===== src/rtl/mcpu_pkg.sv =====
// mcpu_pkg: shared types and constants for the multi-cycle CPU control unit.
// Holds the FSM state encoding, opcode values, ALU control codes, datapath
// mux-select codes and small decode helpers used by mcpu_ctrl and mcpu_alu_dec.
package mcpu_pkg;

    // One state per datapath cycle; encoding is visible on state_o for debug.
    typedef enum logic [3:0] {
        S_IF      = 4'd0,
        S_ID      = 4'd1,
        S_EX_R    = 4'd2,
        S_EX_I    = 4'd3,
        S_EX_ADDR = 4'd4,
        S_MEM_RD  = 4'd5,
        S_MEM_WR  = 4'd6,
        S_WB_ALU  = 4'd7,
        S_WB_LD   = 4'd8,
        S_EX_BR   = 4'd9,
        S_EX_JAL  = 4'd10,
        S_TRAP    = 4'd11
    } state_t;

    // Kind of ALU operation a state asks for; the ALU decoder turns this
    // plus the funct fields into the actual ALU_Control code.
    typedef enum logic [1:0] {
        ALU_CLS_ADD = 2'd0,
        ALU_CLS_SUB = 2'd1,
        ALU_CLS_R   = 2'd2,
        ALU_CLS_I   = 2'd3
    } alu_cls_t;

    // Opcodes as seen on inst[6:2].
    localparam logic [4:0] OP_R   = 5'b01100;
    localparam logic [4:0] OP_I   = 5'b00100;
    localparam logic [4:0] OP_LD  = 5'b00000;
    localparam logic [4:0] OP_ST  = 5'b01000;
    localparam logic [4:0] OP_BR  = 5'b11000;
    localparam logic [4:0] OP_JAL = 5'b11011;

    // ALU_Control codes.
    localparam logic [2:0] ALU_AND = 3'b000;
    localparam logic [2:0] ALU_OR  = 3'b001;
    localparam logic [2:0] ALU_ADD = 3'b010;
    localparam logic [2:0] ALU_XOR = 3'b011;
    localparam logic [2:0] ALU_SRL = 3'b101;
    localparam logic [2:0] ALU_SUB = 3'b110;
    localparam logic [2:0] ALU_SLT = 3'b111;

    // ALUSrc_A selects.
    localparam logic [1:0] SRCA_PC    = 2'b00;
    localparam logic [1:0] SRCA_RS1   = 2'b01;
    localparam logic [1:0] SRCA_OLDPC = 2'b10;

    // ALUSrc_B selects.
    localparam logic [1:0] SRCB_RS2  = 2'b00;
    localparam logic [1:0] SRCB_FOUR = 2'b01;
    localparam logic [1:0] SRCB_IMM  = 2'b10;

    // ImmSel selects.
    localparam logic [1:0] IMM_I  = 2'b00;
    localparam logic [1:0] IMM_S  = 2'b01;
    localparam logic [1:0] IMM_SB = 2'b10;
    localparam logic [1:0] IMM_UJ = 2'b11;

    // MemtoReg selects.
    localparam logic [1:0] MTR_ALUOUT = 2'b00;
    localparam logic [1:0] MTR_MDR    = 2'b01;
    localparam logic [1:0] MTR_PC     = 2'b10;

    // PCSource selects.
    localparam logic [1:0] PCSRC_ALU    = 2'b00;
    localparam logic [1:0] PCSRC_ALUOUT = 2'b01;

    // Immediate format implied by an opcode; used while ALUOut gets OldPC+imm.
    function automatic logic [1:0] imm_sel_for(input logic [4:0] opcode);
        logic [1:0] sel;
        case (opcode)
            OP_ST:   sel = IMM_S;
            OP_BR:   sel = IMM_SB;
            OP_JAL:  sel = IMM_UJ;
            default: sel = IMM_I;
        endcase
        return sel;
    endfunction

    // Branch decision from Fun3 and the ALU zero flag of rs1-rs2.
    function automatic logic branch_taken(input logic [2:0] fun3, input logic zero);
        logic taken;
        case (fun3)
            3'b000:  taken = zero;
            3'b001:  taken = ~zero;
            default: taken = 1'b0;
        endcase
        return taken;
    endfunction

endpackage


===== src/rtl/mcpu_ctrl_if.sv =====
// mcpu_ctrl_if: bundle of the control unit <-> datapath/MIO signals.
// master = control unit (drives selects/enables, reads IR fields and status),
// slave  = datapath side.
interface mcpu_ctrl_if;
    logic [4:0] OPcode;
    logic [2:0] Fun3;
    logic       Fun7;
    logic       Zero;
    logic       MIO_ready;

    logic       PCWrite;
    logic       IRWrite;
    logic       IorD;
    logic       MemRW;
    logic       CPU_MIO;
    logic       RegWrite;
    logic [1:0] ALUSrc_A;
    logic [1:0] ALUSrc_B;
    logic [1:0] ImmSel;
    logic [1:0] MemtoReg;
    logic [1:0] PCSource;
    logic [2:0] ALU_Control;

    modport master (
        input  OPcode, Fun3, Fun7, Zero, MIO_ready,
        output PCWrite, IRWrite, IorD, MemRW, CPU_MIO, RegWrite,
               ALUSrc_A, ALUSrc_B, ImmSel, MemtoReg, PCSource, ALU_Control
    );

    modport slave (
        output OPcode, Fun3, Fun7, Zero, MIO_ready,
        input  PCWrite, IRWrite, IorD, MemRW, CPU_MIO, RegWrite,
               ALUSrc_A, ALUSrc_B, ImmSel, MemtoReg, PCSource, ALU_Control
    );
endinterface


===== src/rtl/mcpu_ctrl_alu_dec.sv =====
// mcpu_alu_dec: combinational ALU_Control decoder.
// Fixed add/sub for address, PC and branch-compare states; funct-driven
// decode for R-type ({Fun3,Fun7}) and I-type (Fun3 only). Unlisted
// funct combinations fall back to add.
module mcpu_alu_dec
    import mcpu_pkg::*;
(
    input  alu_cls_t   alu_cls,
    input  logic [2:0] fun3,
    input  logic       fun7,
    output logic [2:0] alu_control
);

    // Map operation class and funct fields to the ALU opcode.
    always_comb begin
        alu_control = ALU_ADD;
        case (alu_cls)
            ALU_CLS_ADD: alu_control = ALU_ADD;
            ALU_CLS_SUB: alu_control = ALU_SUB;
            ALU_CLS_R: begin
                case ({fun3, fun7})
                    4'b0000: alu_control = ALU_ADD;
                    4'b0001: alu_control = ALU_SUB;
                    4'b1110: alu_control = ALU_AND;
                    4'b1100: alu_control = ALU_OR;
                    4'b0100: alu_control = ALU_SLT;
                    4'b1010: alu_control = ALU_SRL;
                    4'b1000: alu_control = ALU_XOR;
                    default: alu_control = ALU_ADD;
                endcase
            end
            ALU_CLS_I: begin
                case (fun3)
                    3'b000:  alu_control = ALU_ADD;
                    3'b010:  alu_control = ALU_SLT;
                    3'b100:  alu_control = ALU_XOR;
                    3'b110:  alu_control = ALU_OR;
                    3'b111:  alu_control = ALU_AND;
                    3'b101:  alu_control = ALU_SRL;
                    default: alu_control = ALU_ADD;
                endcase
            end
            default: alu_control = ALU_ADD;
        endcase
    end

endmodule


===== src/rtl/mcpu_ctrl.sv =====
// mcpu_ctrl: Moore FSM sequencing the multi-cycle RV32I-subset datapath.
// Outputs decode from the state register; MIO_ready qualifies PC/IR loads
// in IF, Zero qualifies the PC load in EX_BR. Memory states stretch until
// MIO_ready. instret counts retired instructions for the debug display.
// Optional feature macro: MCPU_ILLEGAL_TRAP_EN -- unknown opcodes enter a
// sticky TRAP state and raise `illegal`; without it they retire as NOPs.
module mcpu_ctrl
    import mcpu_pkg::*;
#(
    parameter int INSTRET_W = 32
)(
    input  logic                 clk,
    input  logic                 rst_n,
    mcpu_ctrl_if.master          bus,
    output logic [3:0]           state_o,
    output logic [INSTRET_W-1:0] instret,
    output logic                 illegal
);

    state_t                 state_r;
    state_t                 state_nxt_s;
    logic                   retire_s;
    logic [INSTRET_W-1:0]   instret_r;

    logic                   pc_write_s;
    logic                   ir_write_s;
    logic                   iord_s;
    logic                   mem_rw_s;
    logic                   cpu_mio_s;
    logic                   reg_write_s;
    logic [1:0]             alu_src_a_s;
    logic [1:0]             alu_src_b_s;
    logic [1:0]             imm_sel_s;
    logic [1:0]             mem_to_reg_s;
    logic [1:0]             pc_source_s;
    alu_cls_t               alu_cls_s;
    logic [2:0]             alu_control_s;

    // State register; reset lands in IF so the first fetch follows release.
    always_ff @(posedge clk or negedge rst_n) begin
        if (!rst_n) begin
            state_r <= S_IF;
        end else begin
            state_r <= state_nxt_s;
        end
    end

    // Next-state logic and retire detection.
    always_comb begin
        state_nxt_s = state_r;
        retire_s    = 1'b0;
        case (state_r)
            S_IF: begin
                if (bus.MIO_ready) begin
                    state_nxt_s = S_ID;
                end else begin
                    state_nxt_s = S_IF;
                end
            end
            S_ID: begin
                case (bus.OPcode)
                    OP_R:         state_nxt_s = S_EX_R;
                    OP_I:         state_nxt_s = S_EX_I;
                    OP_LD, OP_ST: state_nxt_s = S_EX_ADDR;
                    OP_BR:        state_nxt_s = S_EX_BR;
                    OP_JAL:       state_nxt_s = S_EX_JAL;
                    default: begin
`ifdef MCPU_ILLEGAL_TRAP_EN
                        state_nxt_s = S_TRAP;
`else
                        // PC was already advanced in IF, so a NOP just retires.
                        state_nxt_s = S_IF;
                        retire_s    = 1'b1;
`endif
                    end
                endcase
            end
            S_EX_R, S_EX_I: state_nxt_s = S_WB_ALU;
            S_EX_ADDR: begin
                if (bus.OPcode == OP_ST) begin
                    state_nxt_s = S_MEM_WR;
                end else begin
                    state_nxt_s = S_MEM_RD;
                end
            end
            S_MEM_RD: begin
                if (bus.MIO_ready) begin
                    state_nxt_s = S_WB_LD;
                end else begin
                    state_nxt_s = S_MEM_RD;
                end
            end
            S_MEM_WR: begin
                if (bus.MIO_ready) begin
                    state_nxt_s = S_IF;
                    retire_s    = 1'b1;
                end else begin
                    state_nxt_s = S_MEM_WR;
                end
            end
            S_WB_ALU, S_WB_LD, S_EX_BR, S_EX_JAL: begin
                state_nxt_s = S_IF;
                retire_s    = 1'b1;
            end
            // Only reset leaves TRAP.
            S_TRAP:  state_nxt_s = S_TRAP;
            default: state_nxt_s = S_IF;
        endcase
    end

    // Moore output decode; anything a state does not drive stays 0.
    always_comb begin
        pc_write_s   = 1'b0;
        ir_write_s   = 1'b0;
        iord_s       = 1'b0;
        mem_rw_s     = 1'b0;
        cpu_mio_s    = 1'b0;
        reg_write_s  = 1'b0;
        alu_src_a_s  = SRCA_PC;
        alu_src_b_s  = SRCB_RS2;
        imm_sel_s    = IMM_I;
        mem_to_reg_s = MTR_ALUOUT;
        pc_source_s  = PCSRC_ALU;
        alu_cls_s    = ALU_CLS_ADD;
        case (state_r)
            S_IF: begin
                iord_s      = 1'b0;
                cpu_mio_s   = 1'b1;
                alu_src_a_s = SRCA_PC;
                alu_src_b_s = SRCB_FOUR;
                pc_source_s = PCSRC_ALU;
                pc_write_s  = bus.MIO_ready;
                ir_write_s  = bus.MIO_ready;
            end
            S_ID: begin
                alu_src_a_s = SRCA_OLDPC;
                alu_src_b_s = SRCB_IMM;
                imm_sel_s   = imm_sel_for(bus.OPcode);
            end
            S_EX_R: begin
                alu_src_a_s = SRCA_RS1;
                alu_src_b_s = SRCB_RS2;
                alu_cls_s   = ALU_CLS_R;
            end
            S_EX_I: begin
                alu_src_a_s = SRCA_RS1;
                alu_src_b_s = SRCB_IMM;
                imm_sel_s   = IMM_I;
                alu_cls_s   = ALU_CLS_I;
            end
            S_EX_ADDR: begin
                alu_src_a_s = SRCA_RS1;
                alu_src_b_s = SRCB_IMM;
                imm_sel_s   = (bus.OPcode == OP_ST) ? IMM_S : IMM_I;
            end
            S_MEM_RD: begin
                iord_s    = 1'b1;
                cpu_mio_s = 1'b1;
                mem_rw_s  = 1'b0;
            end
            S_MEM_WR: begin
                iord_s    = 1'b1;
                cpu_mio_s = 1'b1;
                mem_rw_s  = 1'b1;
            end
            S_WB_ALU: begin
                mem_to_reg_s = MTR_ALUOUT;
                reg_write_s  = 1'b1;
            end
            S_WB_LD: begin
                mem_to_reg_s = MTR_MDR;
                reg_write_s  = 1'b1;
            end
            S_EX_BR: begin
                alu_src_a_s = SRCA_RS1;
                alu_src_b_s = SRCB_RS2;
                alu_cls_s   = ALU_CLS_SUB;
                pc_source_s = PCSRC_ALUOUT;
                pc_write_s  = branch_taken(bus.Fun3, bus.Zero);
            end
            S_EX_JAL: begin
                mem_to_reg_s = MTR_PC;
                reg_write_s  = 1'b1;
                pc_source_s  = PCSRC_ALUOUT;
                pc_write_s   = 1'b1;
            end
            S_TRAP:  pc_write_s = 1'b0;
            default: pc_write_s = 1'b0;
        endcase
    end

    mcpu_alu_dec u_alu_dec (
        .alu_cls     (alu_cls_s),
        .fun3        (bus.Fun3),
        .fun7        (bus.Fun7),
        .alu_control (alu_control_s)
    );

    // Retired-instruction counter; wraps naturally at 2^INSTRET_W.
    always_ff @(posedge clk or negedge rst_n) begin
        if (!rst_n) begin
            instret_r <= {INSTRET_W{1'b0}};
        end else if (retire_s) begin
            instret_r <= instret_r + INSTRET_W'(1);
        end else begin
            instret_r <= instret_r;
        end
    end

`ifdef MCPU_ILLEGAL_TRAP_EN
    logic illegal_r;

    // Sticky flag set on the edge that enters TRAP, cleared only by reset.
    always_ff @(posedge clk or negedge rst_n) begin
        if (!rst_n) begin
            illegal_r <= 1'b0;
        end else if (state_nxt_s == S_TRAP) begin
            illegal_r <= 1'b1;
        end else begin
            illegal_r <= illegal_r;
        end
    end

    assign illegal = illegal_r;
`else
    assign illegal = 1'b0;
`endif

    // Enables are held off while reset is asserted, even though the state
    // register already reads IF during reset.
    assign bus.PCWrite     = pc_write_s  & rst_n;
    assign bus.IRWrite     = ir_write_s  & rst_n;
    assign bus.RegWrite    = reg_write_s & rst_n;
    assign bus.MemRW       = mem_rw_s    & rst_n;
    assign bus.CPU_MIO     = cpu_mio_s   & rst_n;
    assign bus.IorD        = iord_s;
    assign bus.ALUSrc_A    = alu_src_a_s;
    assign bus.ALUSrc_B    = alu_src_b_s;
    assign bus.ImmSel      = imm_sel_s;
    assign bus.MemtoReg    = mem_to_reg_s;
    assign bus.PCSource    = pc_source_s;
    assign bus.ALU_Control = alu_control_s;

    assign state_o = state_r;
    assign instret = instret_r;

endmodule


===== src/flat_wrapper.sv =====
// flat-port wrapper written by rule: the top's interface ports become plain ports
module mcpu_ctrl_flat import mcpu_pkg::*;
#(
    parameter int INSTRET_W = 32
)
  (clk, rst_n, state_o, instret, illegal, bus_OPcode, bus_Fun3, bus_Fun7, bus_Zero, bus_MIO_ready, bus_PCWrite, bus_IRWrite, bus_IorD, bus_MemRW, bus_CPU_MIO, bus_RegWrite, bus_ALUSrc_A, bus_ALUSrc_B, bus_ImmSel, bus_MemtoReg, bus_PCSource, bus_ALU_Control);
  mcpu_ctrl_if bus_i ();
  input  logic clk;
  input  logic rst_n;
  output logic [3:0] state_o;
  output logic [INSTRET_W-1:0] instret;
  output logic illegal;
  input wire logic [$bits(bus_i.OPcode)-1:0] bus_OPcode;
  input wire logic [$bits(bus_i.Fun3)-1:0] bus_Fun3;
  input wire logic [$bits(bus_i.Fun7)-1:0] bus_Fun7;
  input wire logic [$bits(bus_i.Zero)-1:0] bus_Zero;
  input wire logic [$bits(bus_i.MIO_ready)-1:0] bus_MIO_ready;
  output wire logic [$bits(bus_i.PCWrite)-1:0] bus_PCWrite;
  output wire logic [$bits(bus_i.IRWrite)-1:0] bus_IRWrite;
  output wire logic [$bits(bus_i.IorD)-1:0] bus_IorD;
  output wire logic [$bits(bus_i.MemRW)-1:0] bus_MemRW;
  output wire logic [$bits(bus_i.CPU_MIO)-1:0] bus_CPU_MIO;
  output wire logic [$bits(bus_i.RegWrite)-1:0] bus_RegWrite;
  output wire logic [$bits(bus_i.ALUSrc_A)-1:0] bus_ALUSrc_A;
  output wire logic [$bits(bus_i.ALUSrc_B)-1:0] bus_ALUSrc_B;
  output wire logic [$bits(bus_i.ImmSel)-1:0] bus_ImmSel;
  output wire logic [$bits(bus_i.MemtoReg)-1:0] bus_MemtoReg;
  output wire logic [$bits(bus_i.PCSource)-1:0] bus_PCSource;
  output wire logic [$bits(bus_i.ALU_Control)-1:0] bus_ALU_Control;
  assign bus_i.OPcode = bus_OPcode;
  assign bus_i.Fun3 = bus_Fun3;
  assign bus_i.Fun7 = bus_Fun7;
  assign bus_i.Zero = bus_Zero;
  assign bus_i.MIO_ready = bus_MIO_ready;
  assign bus_PCWrite = bus_i.PCWrite;
  assign bus_IRWrite = bus_i.IRWrite;
  assign bus_IorD = bus_i.IorD;
  assign bus_MemRW = bus_i.MemRW;
  assign bus_CPU_MIO = bus_i.CPU_MIO;
  assign bus_RegWrite = bus_i.RegWrite;
  assign bus_ALUSrc_A = bus_i.ALUSrc_A;
  assign bus_ALUSrc_B = bus_i.ALUSrc_B;
  assign bus_ImmSel = bus_i.ImmSel;
  assign bus_MemtoReg = bus_i.MemtoReg;
  assign bus_PCSource = bus_i.PCSource;
  assign bus_ALU_Control = bus_i.ALU_Control;
  mcpu_ctrl #(.INSTRET_W(INSTRET_W)) u_core (.clk(clk), .rst_n(rst_n), .bus(bus_i), .state_o(state_o), .instret(instret), .illegal(illegal));
endmodule

===== config.mk =====
export PLATFORM = sky130hd
export DESIGN_NAME = mcpu_ctrl_flat
export DESIGN_NICKNAME = d
export VERILOG_FILES = /design/src/rtl/mcpu_pkg.sv /design/src/rtl/mcpu_ctrl_if.sv /design/src/rtl/mcpu_ctrl_alu_dec.sv /design/src/rtl/mcpu_ctrl.sv /design/src/flat_wrapper.sv
export SDC_FILE = /design/constraint.sdc
export NUM_CORES = 1
export LEC_CHECK = 0
export CORE_UTILIZATION = 48
export DETAILED_ROUTE_END_ITERATION = 10
export GPL_TIMING_DRIVEN = 0
export PLACE_DENSITY = 0.81
export SYNTH_ARGS = -nofsm -noshare
export SYNTH_HDL_FRONTEND = slang
export SYNTH_SLANG_ARGS = --single-unit

===== constraint.sdc =====
create_clock -name clk -period 2.7 [get_ports clk]
set_clock_uncertainty 0.05 [all_clocks]
set_input_delay 0.405 -clock clk [delete_from_list [all_inputs] [get_ports clk]]
set_output_delay 0.405 -clock clk [all_outputs]
set_load 0.05 [all_outputs]

==> results of run 1 <==
==> routing by layer <==
| metal | part of all wire [%] | vias up |
|---|---|---|
| met3 | 5.4 | 8 |
| li1 | - | 1016 |
| met5 | 0 | - |
| met2 | 49 | 64 |
| met4 | 1.3 | 0 |
| met1 | 45 | 1033 |
==> cell type report <==
type | instances | area (µm²)
buffer | 16 | 96.3
tap | 67 | 83.8
sequential | 36 | 901
clock buffer | 6 | 72.6
inverter | 5 | 18.8
timing repair buffer | 66 | 639
multi-input combinational | 187 | 1380
clock inverter | 1 | 5.00
fill | 417 | 1550
==> path summary, 6_finish.rpt <==
check / slack (ns) / endpoint / cells past startpoint
min in group clk: 0.41 / u_core.instret[31] / 1
worst max register to register: 0.47 / u_core.instret[1] / 6
worst max-delay path: 0.13 / bus_PCSource[0] / 5
worst min-delay path: 0.18 / u_core.instret[16] / 1
max in group asynchronous: 1.88 / u_core.state_o[2] / 1
worst min register to register: 0.41 / u_core.instret[31] / 1
==> worst max-delay path: stages, from the launching register on <==
cell	delay (ns)
dfrtp_1	0.39
buf_2	0.19
nor2b_1	0.25
nor2_1	0.10
nor2_1	0.10
clkdlybuf4s50_1	0.80
==> sequential cells by signal, summed over array words and instances (netlist names) <==
signal and flops:
u_core.state_o 4, u_core.instret 32
==> logic make-up (layout without fill, tap and decap cells) <==
logic type	count (synthesis)	count (layout)	synth area share, %
AO/OA/AOI/OAI	27	27	8.17
XOR/XNOR	34	34	12.6
adder cells (fa/ha/maj)	2	2	0.949
buffers and inverters	21	94	4.75
flip-flops	36	36	38.0
multiplexers	3	3	1.37
other	1	2	0.158
AND/OR/NAND/NOR	119	119	34.1
==> metrics by stage <==
stage	hold WS, ns	power [mW]	setup TNS, ns	setup slack (ns)
after CTS	0.216	2.67	0	0.0552
after global routing	0.239	2.82	0	0.0129
after detailed placement	0.411	2.35	-0.568	-0.343
after global placement	0.405	2.33	-5.65	-1.10
after floorplan	0.0594	1.87	-0.426	-0.354
final	0.177	2.67	0	0.131
==> report_power, final <==
part	switching, mW	total (mW)	internal [mW]
clock network	0.186	0.362	0.175
registers	0.0783	0.687	0.609
logic	1.11	1.62	0.504
total	1.38	2.67	1.29
==> synthesized netlist by cell type (3+ instances only) <==
cell type	instances
nand4_1	9
o22ai_1	4
buf_4	3
o21ai_0	4
nor2_1	20
nor4_2	6
inv_1	5
and2_1	3
nor3b_1	5
nand3_1	10
nor3_1	10
nand2_1	16
nand2b_1	5
nor4_4	3
clkbuf_1	3
xnor2_1	4
buf_2	6
nor2b_1	7
a21oi_1	7
nor4_1	7
xor2_1	30
dfrtp_1	36
==> timing repair <==
| action | in CTS | in global routing |
|---|---|---|
| setup buffers | 0 | 0 |
| gates resized for setup | 19 | 12 |
| setup endpoints to repair | 13 | 8 |
==> impl_metrics.tcl, run 1 <==
set metrics [dict create \
    syn2layout_area_growth_pct 34.9 \
    ant_nets 0 \
    postLayoutCellArea_um2 3200 \
    grt_setup_unrepaired "no" \
    critPathArrivalTime_ns 2.11 \
    vias 2121 \
    crit_path_start_kind "flop" \
    slew_headroom_pct 42.8 \
    clk_latency_ns 0.29 \
    finalHoldViolations 0 \
    grt_most_used_layer "met2" \
    pwr_density_cell_nw_per_um2 833 \
    dr.pass1.iters 4 \
    grt_max_degree 42 \
    yosysSeqAreaShare_pct 38.0 \
    cts_max_path_buffers 2 \
    rows 25 \
    post-route-period-util_pct 95.1 \
    core_um2 4750 \
    synth_area_um2 2370 \
    slew_violations 0 \
    synth_edf_count 0 \
    port-buffer-count 66 \
    ir_worst_vdd_v 0.000851 \
    cp.required_ns 2.25 \
    syn-mean-instance-area_um2 9.76 \
    cts-root-buf "clkbuf_8" \
    yosysTopAreaCell "dfrtp_1" \
    grtUsageTotal_pct 22.5 \
    use_met1_pct 29.4 \
    floorplan.initialDensity_pct 49.9 \
    layout-drive-gt1-share_pct 15.8 \
    gp_congestion 0.930 \
    nNetsFinal 331 \
    fmax_mhz 389 \
    synth_warnings 0 \
    setup_violations 0 \
    diodes 0 \
    clock-sinks 36 \
    path_class "flop to output port" \
    grtUsageMet2_pct 37.6 \
    p_leak_nw 1.50 \
    crit_path_end_kind "output port" \
    synth.top_cell.area_share_pct 38.0 \
    drt-total-wl_mm 5.52 \
    worst_pin_slew_ns 0.858 \
    fp.dieH_um 72.3 \
    numCtsBuffers 5 \
    path_clk_slew_ns 0.07 \
    cts_tree "done" \
    fp.dieW_um 72.3 \
    grt_pass1_vias 1979 \
    async_reset_ff_share_pct 100 \
    r2r_start "u_core.state_o[0]" \
    place_inst 377 \
    drc 0 \
    status "complete, no violations" \
    fin_cells 384 \
    ys_seq_elements 36 \
    most-common-layout-cells "49 x clkdlybuf4s50_1, 36 x dfrtp_1, 30 x xor2_1" \
    ys.flop_type "dfrtp_1" \
    viasPerCell 5.52 \
    hpwl_mm 4.12 \
    placed_area_um2 3130 \
    final_common_cell "clkdlybuf4s50_1" \
    htree_levels 2 \
    use_met3_pct 5.42 \
    post_synth_num_cell_types 53 \
    cap_violations 0 \
    first_iter_violations 102 \
    wl_per_cell_um 14.4 \
    crit_start "u_core.state_o[0]" \
    ios 69 \
    antenna_found_initial 0 \
    grt_overflow 0 \
    die-area_um2 5230 \
    hold_buffers 0 \
    syn_inst 243 \
    min_path_type "input pin to async pin" \
    synth_area_leaders "dfrtp_1 38%, xor2_1 11%, nor2_1 3.2%" \
    grt_pass1_wl_mm 9.16 \
    final_core_util_pct 67.3 \
    min_period_ns 2.57 \
    cp_max_fo 10 \
]
(Power assumes the default switching activity.)
==> inputs of run 2 (changes only) <==
--- a/config.mk
+++ b/config.mk
@@ -8,6 +8,7 @@
 export CORE_UTILIZATION = 48
 export DETAILED_ROUTE_END_ITERATION = 10
 export GPL_TIMING_DRIVEN = 0
+export HOLD_SLACK_MARGIN = 0.12
 export PLACE_DENSITY = 0.81
 export SYNTH_ARGS = -nofsm -noshare
 export SYNTH_HDL_FRONTEND = slang
==> constraint.sdc (replaced) <==
create_clock -name clk -period 2.7 [get_ports clk]
set_clock_uncertainty 0.05 [all_clocks]
set_input_delay 0.405 -clock clk [delete_from_list [all_inputs] [get_ports clk]]
set_output_delay 0.405 -clock clk [all_outputs]
set_load 0.01 [all_outputs]
==> run 2 against run 1 <==
Critical path depth increased by 1. Critical endpoint is now bus_ImmSel[1]. Power fell by 9.6%. Utilization increased by 1.1 points. Die area did not move.
==> impl_metrics.tcl, run 2 (synthesized netlist as in run 1, its figures left out) <==
set metrics [dict create \
    dr_wl_met2_mm 2.85 \
    nNetsFinal 331 \
    p_seq_share_pct 28.7 \
    cp_max_fo 10 \
    dr.pass1.iters 4 \
    final_common_cell "clkdlybuf4s50_1" \
    crit_path_end_kind "output port" \
    vias 2182 \
    fp.dieH_um 72.3 \
    final_core_util_pct 68.4 \
    largest_reg_flops 32 \
    first_iter_violations 112 \
    grt_pass1_wl_mm 9.60 \
    pwr_density_cell_nw_per_um2 741 \
    routed.top_layer "met4" \
    diodes 0 \
    viasPerCell 5.67 \
    pwr-share-clk_pct 19.8 \
    most-common-layout-cells "64 x clkdlybuf4s50_1, 36 x dfrtp_1, 30 x xor2_1" \
    clock-sinks 36 \
    crit_path_start_kind "flop" \
    antenna_found_initial 0 \
    ant_nets 0 \
    cts_tree "done" \
    grt_setup_unrepaired "no" \
    rows 25 \
    switchingPower_uw 975 \
    gp_congestion 0.905 \
    die-area_um2 5230 \
    drt-total-wl_mm 5.79 \
    path_class "flop to output port" \
    finalHoldViolations 0 \
    hold_buffers 0 \
    path_clk_slew_ns 0.07 \
    grt_max_degree 42 \
    m1WireLength_mm 2.69 \
    status "complete, no violations" \
    p_sw_share_pct 40.5 \
    cts-root-buf "clkbuf_8" \
    clk_latency_ns 0.29 \
    setup_violations 0 \
    syn2layout_area_growth_pct 37.1 \
    fmax_mhz 379 \
    grtUsageTotal_pct 23.4 \
    ios 69 \
    p_leak_nw 1.45 \
    floorplan.initialDensity_pct 49.9 \
    htree_levels 2 \
    drc 0 \
    wl_per_cell_um 15.0 \
    min_period_ns 2.64 \
    worst_pin_slew_ns 0.860 \
    combPwrFrac_pct 51.5 \
    port-buffer-count 66 \
    cts_max_path_buffers 2 \
    ir_worst_vdd_v 0.000517 \
    wl_met3_um 224 \
    post-route-period-util_pct 97.6 \
    layout-drive-gt1-share_pct 16.0 \
    cap_violations 0 \
    grt_overflow 0 \
    ff2ff_path_depth 7 \
    slew_headroom_pct 42.6 \
    min_path_type "input pin to async pin" \
    power.internal_mw 1.43 \
    cp.required_ns 2.25 \
    tns_ns 0 \
    grt_pass1_vias 2021 \
    numCtsBuffers 5 \
    slew_violations 0 \
    core_um2 4750 \
    hpwl_mm 4.06 \
    fp.dieW_um 72.3 \
    critPathArrivalTime_ns 2.18 \
]
==> run 2: cell count changes in the layout (fill, tap and decap cells not counted), moves of 2 or more <==
cell,change
nor3b_2,-2
clkbuf_1,-3
clkdlybuf4s50_1,+15
dlygate4sd2_1,-7
nor3b_1,+2
dlymetal6s2s_1,-3
==> run 2: worst paths after layout <==
| check | from | slack (ns) | end |
|---|---|---|---|
| max | u_core.state_o[1] | 0.06 | bus_ImmSel[1] |
| min | rst_n | 0.17 | u_core.instret[27] |
| max reg2reg | u_core.state_o[1] | 0.44 | u_core.instret[14] |
| min reg2reg | u_core.instret[31] | 0.42 | u_core.instret[31] |
| max in group asynchronous | rst_n | 1.88 | u_core.instret[17] |
| min in group clk | u_core.instret[31] | 0.42 | u_core.instret[31] |
==> run 2: worst max-delay path: stages, from the launching register on <==
cell	delay, ns
dfrtp_1	0.40
buf_2	0.18
nor2b_1	0.28
and2_2	0.29
nand2_1	0.09
nor2_1	0.11
clkdlybuf4s50_1	0.54
==> run 2: power by group through the flow <==
stage / clock (mW) / combinational [mW] / sequential [mW]
after detailed placement: 0 / 1.20 / 0.698
final: 0.477 / 1.24 / 0.691
after global placement: 0 / 1.19 / 0.698
after floorplan: 0 / 0.699 / 0.715
after CTS: 0.482 / 1.21 / 0.689
after global routing: 0.506 / 1.34 / 0.702
==> run 2: final cells by class <==
class                           count  area, µm²
Fill cell                         404       1500
Tap cell                           67       83.8
Timing Repair Buffer               66        654
Clock inverter                      3       42.5
Clock buffer                        5       68.8
Sequential cell                    36        901
Inverter                            5       18.8
Buffer                             16        103
Multi-Input combinational cell    187       1380
==> run 2: timing repair <==
action / 4_1_cts / 5_1_grt
gates resized for setup: 4 / 10
endpoints found under the setup margin: 5 / 7
gates cloned: 0 / 0
buffers inserted: 0 / 0
==> run 2: metal layers <==
layer / vias up / track usage, %
li1: 1024 / -
met1: 1097 / 32.7
met3: 4 / 5.00
met2: 57 / 37.6
met5: - / 0
met4: 0 / 4.58
==> run 2: metrics by stage <==
step                      hold slack, ns  cells  total power, mW  instance area, µm²  worst slack (ns)
after CTS                          0.199    385             2.38                3230           0.00251
after detailed placement           0.406    377             1.90                3120           -0.0972
after floorplan                   0.0594    244             1.41                2380             0.607
after global routing               0.236    385             2.55                3250           0.00665
final                              0.171    385             2.41                3250            0.0640
after global placement             0.405    377             1.89                3120            -0.832
